**src/rtl/serial_defs.vh**
```
// rtl/serial_defs.vh - frame constants and state encodings shared by serial_tx and serial_rx
`ifndef SERIAL_DEFS_VH
`define SERIAL_DEFS_VH

localparam int unsigned DATA_BITS  = 8;
localparam logic        LINE_IDLE  = 1'b1;

localparam logic [2:0]  ST_IDLE    = 3'd0;
localparam logic [2:0]  ST_START   = 3'd1;
localparam logic [2:0]  ST_DATA    = 3'd2;
localparam logic [2:0]  ST_STOP    = 3'd3;
localparam logic [2:0]  ST_RECOVER = 3'd4;

`endif

```
**src/rtl/serial_rx_pkg.sv**
```systemverilog
// rtl/serial_rx_pkg.sv - types and helpers for the serial receiver
package serial_rx_pkg;

    `include "serial_defs.vh"

    typedef enum logic [2:0] {
        IDLE    = ST_IDLE,
        START   = ST_START,
        DATA    = ST_DATA,
        STOP    = ST_STOP,
        RECOVER = ST_RECOVER
    } rx_state_e;

    localparam int unsigned IDX_W = $clog2(DATA_BITS);

    // Bit counter width: must hold clks-1 without wrapping inside a bit.
    function automatic int unsigned cnt_width(input int unsigned clks);
        return (clks <= 2) ? 1 : $clog2(clks);
    endfunction

endpackage

```
**src/rtl/sync_2ff.sv**
```systemverilog
// rtl/sync_2ff.sv - two-flop synchronizer for a single asynchronous bit
module sync_2ff #(
    parameter logic RESET_VAL = 1'b0
) (
    input  logic clk,
    input  logic rst,
    input  logic d_i,
    output logic q_o
);

    logic meta_q;
    logic sync_q;

    always_ff @(posedge clk) begin
        if (!rst) begin
            meta_q <= RESET_VAL;
            sync_q <= RESET_VAL;
        end else begin
            meta_q <= d_i;
            sync_q <= meta_q;
        end
    end

    assign q_o = sync_q;

endmodule

```
**src/rtl/serial_rx.sv**
```systemverilog
// rtl/serial_rx.sv - 8N1 serial receiver sampling mid-bit with break recovery
module serial_rx
    import serial_rx_pkg::*;
#(
    parameter int unsigned CLKS_PER_BIT = 8
) (
    input  logic                 clk,
    input  logic                 rst,
    input  logic                 rx,
    output logic [DATA_BITS-1:0] data_out,
    output logic                 valid,
    output logic                 busy,
    output logic                 frame_err
);

    localparam int unsigned CNT_W = cnt_width(CLKS_PER_BIT);
    localparam logic [CNT_W-1:0] CNT_LAST = CNT_W'(CLKS_PER_BIT - 1);
    localparam logic [CNT_W-1:0] CNT_HALF = CNT_W'(CLKS_PER_BIT / 2 - 1);
    localparam logic [IDX_W-1:0] IDX_LAST = IDX_W'(DATA_BITS - 1);

    logic                 rx_s;

    rx_state_e            state_q, state_d;
    logic [CNT_W-1:0]     cnt_q, cnt_d;
    logic [IDX_W-1:0]     idx_q, idx_d;
    logic [DATA_BITS-1:0] shift_q, shift_d;
    logic [DATA_BITS-1:0] data_q, data_d;
    logic                 valid_q, valid_d;
    logic                 ferr_q, ferr_d;
    logic                 busy_q, busy_d;

    sync_2ff #(
        .RESET_VAL (LINE_IDLE)
    ) u_sync (
        .clk (clk),
        .rst (rst),
        .d_i (rx),
        .q_o (rx_s)
    );

    always_ff @(posedge clk) begin
        if (!rst) begin
            state_q <= IDLE;
            cnt_q   <= '0;
            idx_q   <= '0;
            shift_q <= '0;
            data_q  <= '0;
            valid_q <= 1'b0;
            ferr_q  <= 1'b0;
            busy_q  <= 1'b0;
        end else begin
            state_q <= state_d;
            cnt_q   <= cnt_d;
            idx_q   <= idx_d;
            shift_q <= shift_d;
            data_q  <= data_d;
            valid_q <= valid_d;
            ferr_q  <= ferr_d;
            busy_q  <= busy_d;
        end
    end

    always_comb begin
        state_d = state_q;
        cnt_d   = cnt_q;
        idx_d   = idx_q;
        shift_d = shift_q;
        data_d  = data_q;
        valid_d = 1'b0;
        ferr_d  = 1'b0;

        case (state_q)
            IDLE: begin
                if (rx_s != LINE_IDLE) begin
                    state_d = START;
                    cnt_d   = '0;
                end
            end
            // Re-check the start bit at its centre; a short low pulse is a glitch.
            START: begin
                if (cnt_q == CNT_HALF) begin
                    cnt_d   = '0;
                    idx_d   = '0;
                    state_d = (rx_s == LINE_IDLE) ? IDLE : DATA;
                end else begin
                    cnt_d = cnt_q + 1'b1;
                end
            end
            DATA: begin
                if (cnt_q == CNT_LAST) begin
                    cnt_d          = '0;
                    shift_d[idx_q] = rx_s;
                    if (idx_q == IDX_LAST) begin
                        state_d = STOP;
                    end else begin
                        idx_d = idx_q + 1'b1;
                    end
                end else begin
                    cnt_d = cnt_q + 1'b1;
                end
            end
            STOP: begin
                if (cnt_q == CNT_LAST) begin
                    cnt_d = '0;
                    if (rx_s == LINE_IDLE) begin
                        data_d  = shift_q;
                        valid_d = 1'b1;
                        state_d = IDLE;
                    end else begin
                        ferr_d  = 1'b1;
                        state_d = RECOVER;
                    end
                end else begin
                    cnt_d = cnt_q + 1'b1;
                end
            end
            // A held-low line must return high before another start bit counts.
            RECOVER: begin
                if (rx_s == LINE_IDLE) begin
                    state_d = IDLE;
                end
            end
            default: begin
                state_d = IDLE;
                cnt_d   = '0;
                idx_d   = '0;
            end
        endcase

        busy_d = (state_d != IDLE);
    end

    assign data_out  = data_q;
    assign valid     = valid_q;
    assign frame_err = ferr_q;
    assign busy      = busy_q;

    a_pulse_exclusive: assert property (@(posedge clk) disable iff (!rst)
        !(valid_q && ferr_q));

    a_idle_not_busy: assert property (@(posedge clk) disable iff (!rst)
        (state_q == IDLE) |-> !busy_q);

endmodule

```
**config.mk**
```make
export PLATFORM = sky130hd
export DESIGN_NAME = serial_rx
export DESIGN_NICKNAME = d
export VERILOG_FILES = /design/src/rtl/serial_rx_pkg.sv /design/src/rtl/sync_2ff.sv /design/src/rtl/serial_rx.sv
export VERILOG_INCLUDE_DIRS = /design/src /design/src/rtl
export SDC_FILE = /design/constraint.sdc
export NUM_CORES = 1
export LEC_CHECK = 0
export ABC_AREA = 1
export BUFFER_PORTS_ARGS = -buffer_cell sky130_fd_sc_hd__buf_2
export CAP_MARGIN = 20
export CORE_MARGIN = 3
export CORE_UTILIZATION = 51
export DETAILED_ROUTE_END_ITERATION = 10
export GPL_ROUTABILITY_DRIVEN = 0
export HOLD_SLACK_MARGIN = 0.02
export PLACE_DENSITY_LB_ADDON = 0.05
export SETUP_SLACK_MARGIN = 0.1
export SLEW_MARGIN = 20
export SYNTH_ARGS = -nofsm -noshare
export SYNTH_HDL_FRONTEND = slang
export SYNTH_SLANG_ARGS = --single-unit
```
**constraint.sdc**
```tcl
create_clock -name clk -period 1.3 [get_ports clk]
set_input_delay 0.13 -clock clk [delete_from_list [all_inputs] [get_ports clk]]
set_output_delay 0.13 -clock clk [all_outputs]
set_load 0.005 [all_outputs]
```
; Word level (Yosys, flattened, before mapping)
; Index checks and enable logic that the tools add are counted.
[word_totals]
ff_bits = 30
latch_bits = 0
ramBits = 0
romBits = 0
in_bits = 3
wordCells = 59
n_memories = 0
[classes]
add_sub_neg = 2
mul = 0
div_mod_pow = 0
n_lt_le_gt_ge = 2
eq_ne = 11
n_shift = 0
mux = 22
bitwise_logic = 2
reduce_logical = 10
[op_table]
columns = operator, n
row1 = $mux W3, 13
row2 = $pmux W3 S5, 1
row3 = $pmux W3 S4, 1
row4 = $eq A3 B2 Y1 const B, 3
row5 = $eq A3 B3 Y1 const B, 3
row6 = $pmux W3 S3, 1
row7 = $bwmux W8, 1
row8 = $ne A2 B2 Y1 const B, 4
row9 = $add A3 B1 Y3 const B, 2
row10 = $reduce_and A3 Y1, 2
row11 = $lt A3 B4 Y1 const B, 1
row12 = $reduce_and A2 Y1, 2
row13 = $reduce_and A4 Y1, 1
row14 = $demux W1 S3, 1
row15 = $eq A3 B1 Y1 const B, 1
row16 = $ge A3 B1 Y1 const B, 1
row17 = $logic_not A3 Y1, 1
row18 = $mux W1, 3
row19 = $reduce_bool A3 Y1, 1
row20 = $reduce_or A3 Y1, 1
row21 = $mux W2, 1
row22 = $not A1 Y1, 2
row23 = $reduce_or A2 Y1, 1
row24 = $logic_and A1 B1 Y1, 1

; Logic depth before layout (Yosys ltp)
; Gate-level depths: netlist of the first run.
[depth]
word_depth = 5
mapped_depth = 9
depth_no_buf = 9

; Modules after synthesis
; A second synthesis of the first run with hierarchy kept.
[unflattened]
cells_unflattened = 192
hier_area_um2 = 1398.8
[by_module_without_submodules]
columns = mod, instances, cells_each, area_each_um2, seq_area_each_um2
row1 = serial_rx, 1, 186, 1343.8, 560.5
row2 = sync_2ff, 1, 6, 55.1, 40.0

; Least setup slack after synthesis of the first run
; Ideal clock, no wire load.
[synth_timing]
kind = reg-to-reg
startpoint = reg idx_q[0]
endpoint = reg idx_q[1]
setup_ns = 0.119
arrival_time_ns = 1.251
path_slack_ns = -0.070
path_stages_with_launch = 10
synth_period_minus_slack_ns = 1.370
cell_sequence = dfxtp_1 -> ha_1 -> ha_1 -> nor2_1 -> nor2_1 -> nor2_4 -> nand3_2 -> nand2_1 -> nand2_1 -> nor2_1
[synth_between]
elab_chain_len = 4
elab_cells_between_ends = 7
classes_between = 1 x add/sub / 2 x eq/ne / 3 x mux / 1 x reduce/logical
[synth_rtl]
columns = item, line_no
row1 = "start, declared", serial_rx.sv:25  ; logic [IDX_W-1:0] idx_q, idx_d;
row2 = "start signal, assigned", serial_rx.sv:54  ; idx_q <= idx_d;
row3 = $add A3 B1 Y3, serial_rx.sv:96  ; idx_d = idx_q + 1'b1;
row4 = $mux W3, serial_rx.sv:93  ; if (idx_q == IDX_LAST) begin
row5 = $mux W3, serial_rx.sv:90  ; if (cnt_q == CNT_LAST) begin
row6 = $pmux W3 S3, serial_rx.sv:72  ; case (state_q)
; Parallel ways exist; a longest one is shown, timed or not. The select of a mux whose other input is x is not followed.
; A chain may end at the register's enable or synchronous reset.

; Worst setup path in the final report of the first run
[layout_timing]
startpoint = reg cnt_q[0]
endpoint = reg idx_q[1]
[layout_between]
elab_chain_len = 3
elab_cells_between_ends = 5
classes_between = 4 x eq/ne / 1 x reduce/logical
[layout_rtl]
columns = item, line_no
row1 = "start, declared", serial_rx.sv:24  ; logic [CNT_W-1:0] cnt_q, cnt_d;
row2 = "start signal, assigned", serial_rx.sv:53  ; cnt_q <= cnt_d;
row3 = $eq A3 B3 Y1 / $eq A3 B2 Y1 (equally long branches), "serial_rx.sv:90, serial_rx.sv:81"
row4 = $ne A2 B2 Y1 (no source line), --
row5 = $reduce_and A4 Y1 (no source line) (*), --
; Mark *: on every way between the ends. The rest lies on a longest branch, timed or not.

==> results.md, run 1 <==
- Storage element area: 612 um2
- Post-Synth XOR/XNOR Area: 0%
- Power Density: 1070 mW/mm2
- Remaining global-route overflow: 0
- Commonest non-fill, non-tap cell in the layout: nor2_1
- Critical path class: reg2reg
- Filler Cell Count: 192
- CTS max path bufs: 2
- Cells after Synth: 189
- Data required, critical path: 1520 ps
- Largest area contributor in the netlist: dfxtp_1
- Cells along the critical path: ha_4 > ha_4 > inv_2 > nand4_1 > nand3_2 > nand2_1 > nand2_1 > nor2_1
- Failing checks: setup timing
- Worst slew margin: 82.2%
- Fmax: 711 MHz
- Site Rows: 18
- Post-route DRC: 0
- Flop and latch count out of synthesis: 30
- Largest family of logic cells by synthesized area: simple AND/OR/NAND/NOR gates
- RSZ-0062 raised after global routing: yes
- Die ar.: 0.00344 mm2
- Sink Count: 30
- Skew-Pair Late Insertion Delay: 340 ps
- Mean number of vias per cell: 5.28
- CTS tree: built
- Nets: 231
- M2 GR Usage: 34.4%
- Post-route clock period utilization: 108%
- H-tree depth: 2
- Post-Synth Adder-Cell Area: 6.19%
- Worst-path clk slew: 110 ps
- Hold Crit Class: in2reg
- Netlist cell types: 22
- Tot GR Track Use: 21.5%
- Max VDD drop: 0.987 mV
- Die W: 58.7 um
- Diode count: 0
- Worst Path Arrival: 1630 ps
- Layout cells sized above 1: 35.1%
- Max Cap Viol: 0
- Most frequent cells in the layout: nor2_1, nand2_1, dfxtp_1
- Vias in the first global route: 1,238
- Compound-gate portion of the synthesized area: 8.41%
- Root buffer cell: clkbuf_4
- Leak pwr: 0.876 nW
- Synth Cell Area: 0.00141 mm2
- Syn. warnings: 0
- Setup crit end kind: register
- Final Max Slew Viols: 0
- DRT Wirelength: 3270 um
- Largest net degree at the start of global routing: 23
- Drt pass-1 iters: 4
- Die H: 58.7 um
- Met1 Use GR: 27.1%
- Minimum clock period: 1410 ps
- Pwr Total: 2.01 mW
- Simple-Gate Fraction of Synth Area: 35.9%
- DP HPWL: 2260 um
- Critical Path Max Stage Delay: 350 ps
- Final Hold Viols: 0
- CP max stage cell: dfxtp_2
- Global-route wire length before repair: 5590 um
- Syn avg cell area: 7.48 um2
- Post-route clock skew: 15.8 ps
- CP startpoint kind: register
- Final setup vio count: 17
- TritonCTS buffer count: 5
- Setup TNS Final: -668 ps
- Status: finished with violations
- Port Buffers: 13
- Final setup margin: -107 ps
- DR iter-0 viols: 86
- Wirelength per Cell: 13.0 um
- Final Util: 73.9%
- Largest cells by area after synthesis: dfxtp_1, nor2_1, nand2_1
- Worst slew pin tran: 267 ps
- Synth top area share: 42.5%
- Synthesized netlist net count: 199
- Max FO, Critical Path: 5
- Worst slack, placed: -91.7 ps
- Sequential fraction of the synthesis area: 42.5%
- GR met3 Demand/Resource: 5.92%
- DR vias: 1,330
- Gr busiest metal: met2
- Antenna Nets Post-Route: 0
- Core area: 0.00254 mm2
- IO Count: 14
- Initial antenna violation count: 0
- Mux share of post-synthesis cell area: 0%
- Initial core utilization: 55.6%
- Area of the multi-input gates: 853 um2
- Area grow syn2layout: 33.0%
-- repair_timing --
action	in CTS	in global routing
endpoints found under the setup margin	24	26
pin swaps	4	4
resized for setup	16	13
hold buffers	1	0
endpoints found under the hold margin	1	0
buffers inserted	2	0
-- per-stage QoR --
step                hold WS (ps)  area, um2  std cells
finish                       157       1880        252
detailed placement           326       1660        241
global placement             314       1660        241
CTS                          156       1840        252
floorplan                    237       1480        189
global route                 213       1880        252
-- critical path: cells and delay by family, from the launching register on --
family | cells | cell delay (ps)
adders and majority gates | 2 | 340
buffers and inverters | 1 | 50
DFF | 1 | 350
and+or+nand+nor | 5 | 550
-- final cells by class --
| cell class | instances | area share, % |
|---|---|---|
| inverter | 23 | 4.86 |
| sequential | 30 | 32.5 |
| multi-input combinational | 133 | 45.4 |
| clock buffer | 7 | 4.06 |
| tap | 30 | 2.00 |
| timing repair buffer | 28 | 9.58 |
| clock inverter | 1 | 1.60 |
-- sequential cells by signal (all words and copies together), names as in the netlist, 3 cells and up --
name / count
shift_q: 8
data_out: 8
state_q: 3
idx_q: 3
cnt_q: 3
-- Yosys cell counts, drive strengths merged --
cell type  instances
nor2              42
nand2             31
dfxtp             30
inv               22
nand3             21
a21oi             12
o21ai             10
ha                 7
nand4              5
clkbuf             2
nor3               2
or2                2
buf                1
clkinv             1
o221ai             1
-- per-layer routing --
| layer | routed length [um] | vias to the layer above |
|---|---|---|
| li1 | - | 672 |
| met1 | 1450 | 607 |
| met2 | 1560 | 43 |
| met3 | 199 | 8 |
| met4 | 56 | 0 |
| met5 | 0 | - |
-- path summary, 6_finish.rpt --
check / start / end / slack, ps / cells past startpoint
setup / recovery: cnt_q[0] / idx_q[1] / -110 / 8
hold / removal: rst / state_q[1] / 160 / 3
setup reg to reg: cnt_q[0] / idx_q[1] / -110 / 8
hold reg to reg: u_sync.meta_q / u_sync.q_o / 430 / 1
-- power breakdown --
part | switching (mW) | internal [mW] | total, mW
Sequential | 0.0149 | 0.933 | 0.948
Clock | 0.340 | 0.574 | 0.914
Combinational | 0.0923 | 0.0566 | 0.149
Total | 0.447 | 1.56 | 2.01
-- cells by family after synthesis --
family / Yosys count
flip-flops: 30
adder cells (fa/ha/maj): 7
AND/OR/NAND/NOR: 103
AO/OA/AOI/OAI: 23
buffers and inverters: 26
Note: power is estimated with default switching activity, not from simulation.
==> inputs of run 2 (changes only) <==
--- a/config.mk
+++ b/config.mk
@@ -10,7 +10,7 @@
 export BUFFER_PORTS_ARGS = -buffer_cell sky130_fd_sc_hd__buf_2
 export CAP_MARGIN = 20
 export CORE_MARGIN = 3
-export CORE_UTILIZATION = 51
+export CORE_UTILIZATION = 57
 export DETAILED_ROUTE_END_ITERATION = 10
 export GPL_ROUTABILITY_DRIVEN = 0
 export HOLD_SLACK_MARGIN = 0.02
==> constraint.sdc (replaced) <==
create_clock -name clk -period 1.4 [get_ports clk]
set_input_delay 0.14 -clock clk [delete_from_list [all_inputs] [get_ports clk]]
set_output_delay 0.14 -clock clk [all_outputs]
set_load 0.005 [all_outputs]
==> results.md, run 2 (synthesis results as in run 1) <==
- Area grow syn2layout: 26.9%
- DR iter-0 viols: 34 (-60%)
- Global-route wire length before repair: 5490 um (-1.9%)
- # placed instances: 235 (-2.5%)
- Worst-path clk slew: 100 ps (about the same)
- Nets: 226 (-2.2%)
- Pwr Total: 1.56 mW (-22%)
- CP startpoint kind: register
- Worst Path Arrival: 1610 ps (-20 ps)
- Remaining global-route overflow: 0 (unchanged)
- Worst slew margin: 69.5% (-13 points)
- Metal3 WL: 158 um (-21%)
- Hold Crit Class: in2reg
- Vias in the first global route: 1,263 (+2.0%)
- Finished Layout Cells: 245 (-2.8%)
- Die W: 55.8 um (-4.9%)
- Skew-Pair Late Insertion Delay: 330 ps (about the same)
- H-tree depth: 2 (unchanged)
- Buffers & Inverters on Critical Path: 1 (unchanged)
- Commonest non-fill, non-tap cell in the layout: nor2_1
- Setup TNS Final: 0 ps (+668 ps)
- Initial core utilization: 62.1% (+6.6 points)
- Max FO, Critical Path: 5 (unchanged)
- Max VDD drop: 0.820 mV (-17%)
- Data required, critical path: 1630 ps (+110 ps)
- Worst hold stages: 3 (unchanged)
- Die H: 55.8 um (-4.9%)
- Power Density: 872 mW/mm2 (-18%)
- WL met2: 1500 um (-3.7%)
- DR vias: 1,309 (-1.6%)
- Diode count: 0 (unchanged)
- Cells along the critical path: ha_4 > ha_4 > inv_2 > nand4_1 > nand3_2 > nand2_1 > nand2_1 > nor2_1
- Most frequent cells in the layout: nor2_1, nand2_1, dfxtp_1
- Minimum clock period: 1390 ps (-21.1 ps)
- Post-route DRC: 0 (unchanged)
- Initial antenna violation count: 0 (unchanged)
- TritonCTS buffer count: 5 (unchanged)
- WP depth: 8 (unchanged)
- Leak pwr: 0.836 nW (-4.6%)
- CP max stage cell: dfxtp_2
- CTS max path bufs: 2 (unchanged)
- Final Hold Viols: 0 (unchanged)
- Critical path class: reg2reg
- Final setup vio count: 0 (-17)
- Sink Count: 30 (unchanged)
- Reg2Reg Depth: 8 (unchanged)
- Critical Path Max Stage Delay: 350 ps (about the same)
- DP HPWL: 2240 um (-1.2%)
- Max Cap Viol: 0 (unchanged)
- Mean number of vias per cell: 5.34 (+1.2%)
- Worst slack, placed: -12.4 ps (+79.2 ps)
- Wirelength per Cell: 13.2 um (+1.8%)
- Antenna Nets Post-Route: 0 (unchanged)
- Final Max Slew Viols: 0 (unchanged)
- Post-route clock skew: 7.62 ps (-8.22 ps)
- Core area: 0.00228 mm2 (-11%)
- Drt pass-1 iters: 4 (unchanged)
- Top layer in use: met4
- IO Count: 14 (unchanged)
- RSZ-0062 raised after global routing: yes
- Area post-placement: 0.00159 mm2 (-4.2%)
- Die ar.: 0.00311 mm2 (-9.5%)
- Root buffer cell: clkbuf_4
- Cell class contributing the biggest share of worst-path delay: simple AND/OR/NAND/NOR gates
- Setup crit end kind: register
- Status: finished clean
- CTS tree: built
- Largest net degree at the start of global routing: 23 (unchanged)
- Tot GR Track Use: 22.0% (+0.51 points)
- DRT Wirelength: 3230 um (-1.0%)
- Fmax: 722 MHz (+1.5%)
- Post-Layout Inst Area: 0.00179 mm2 (-4.6%)
- Final setup margin: 14.4 ps (+121 ps)
- Worst slew pin tran: 456 ps (+189 ps)
- Layout cells sized above 1: 33.6% (-1.5 points)
- Port Buffers: 13 (unchanged)
- Met1 WL: 1500 um (+3.2%)
- Site Rows: 17 (-1)
- Post-route clock period utilization: 99.0% (-9.2 points)
[run 2: changes by cell type in the layout (fill, tap and decap cells not counted), moves of 2 or more]
cell     previous run  this run
buf_4              14         9
o21ai_1             6         3
o21ai_0             3         7
inv_4               0         2
[run 2: worst reg2reg max path, stage by stage, from the launching register on]
cell and delay, ps:
dfxtp_2 350, ha_4 190, ha_4 160, inv_2 50, nand4_1 200, nand3_2 170, nand2_1 70, nand2_1 50
nor2_1 40
[run 2: final timing paths]
kind | startpoint | to | slack [ps]
worst min register to register | u_sync.meta_q | u_sync.q_o | 430
worst min-delay path | rst | idx_q[2] | 160
worst max-delay path | cnt_q[0] | idx_q[1] | 10
worst max register to register | cnt_q[0] | idx_q[1] | 10
[run 2: metal layers]
metal / vias up / track usage [%]
li1: 664 / -
met1: 603 / 28.6
met2: 33 / 34.1
met3: 9 / 4.87
met4: 0 / 10.8
met5: - / 0
[run 2: timing repair]
action / 4_1_cts / 5_1_grt
endpoints found under the hold margin: 1 / 0
buffers inserted: 1 / 0
gates resized for setup: 17 / 16
hold buffers: 1 / 0
pin swaps: 5 / 6
endpoints found under the setup margin: 22 / 24
[run 2: area by class of cell]
class                           count  area, um2
Multi-Input combinational cell    133        851
Fill cell                         153        482
Timing Repair Buffer               23        143
Tap cell                           28       35.0
Clock inverter                      2       11.3
Inverter                           23       88.8
Clock buffer                        6       51.3
Sequential cell                    30        614
[run 2: where the power goes]
group / internal [mW] / total (mW) / leakage (nW) / switching, mW
sequential: 0.865 / 0.878 / 0.247 / 0.0134
clock: 0.243 / 0.553 / 0.0386 / 0.310
combinational: 0.0474 / 0.134 / 0.550 / 0.0864
total: 1.15 / 1.56 / 0.836 / 0.410
[run 2: through the flow]
stage	hold WS, ps	utilization, %
2_1_floorplan	247	-
3_3_place_gp	334	69.8
3_5_place_dp	337	69.8
4_1_cts	166	76.5
5_1_grt	199	78.8
6_report	159	78.8
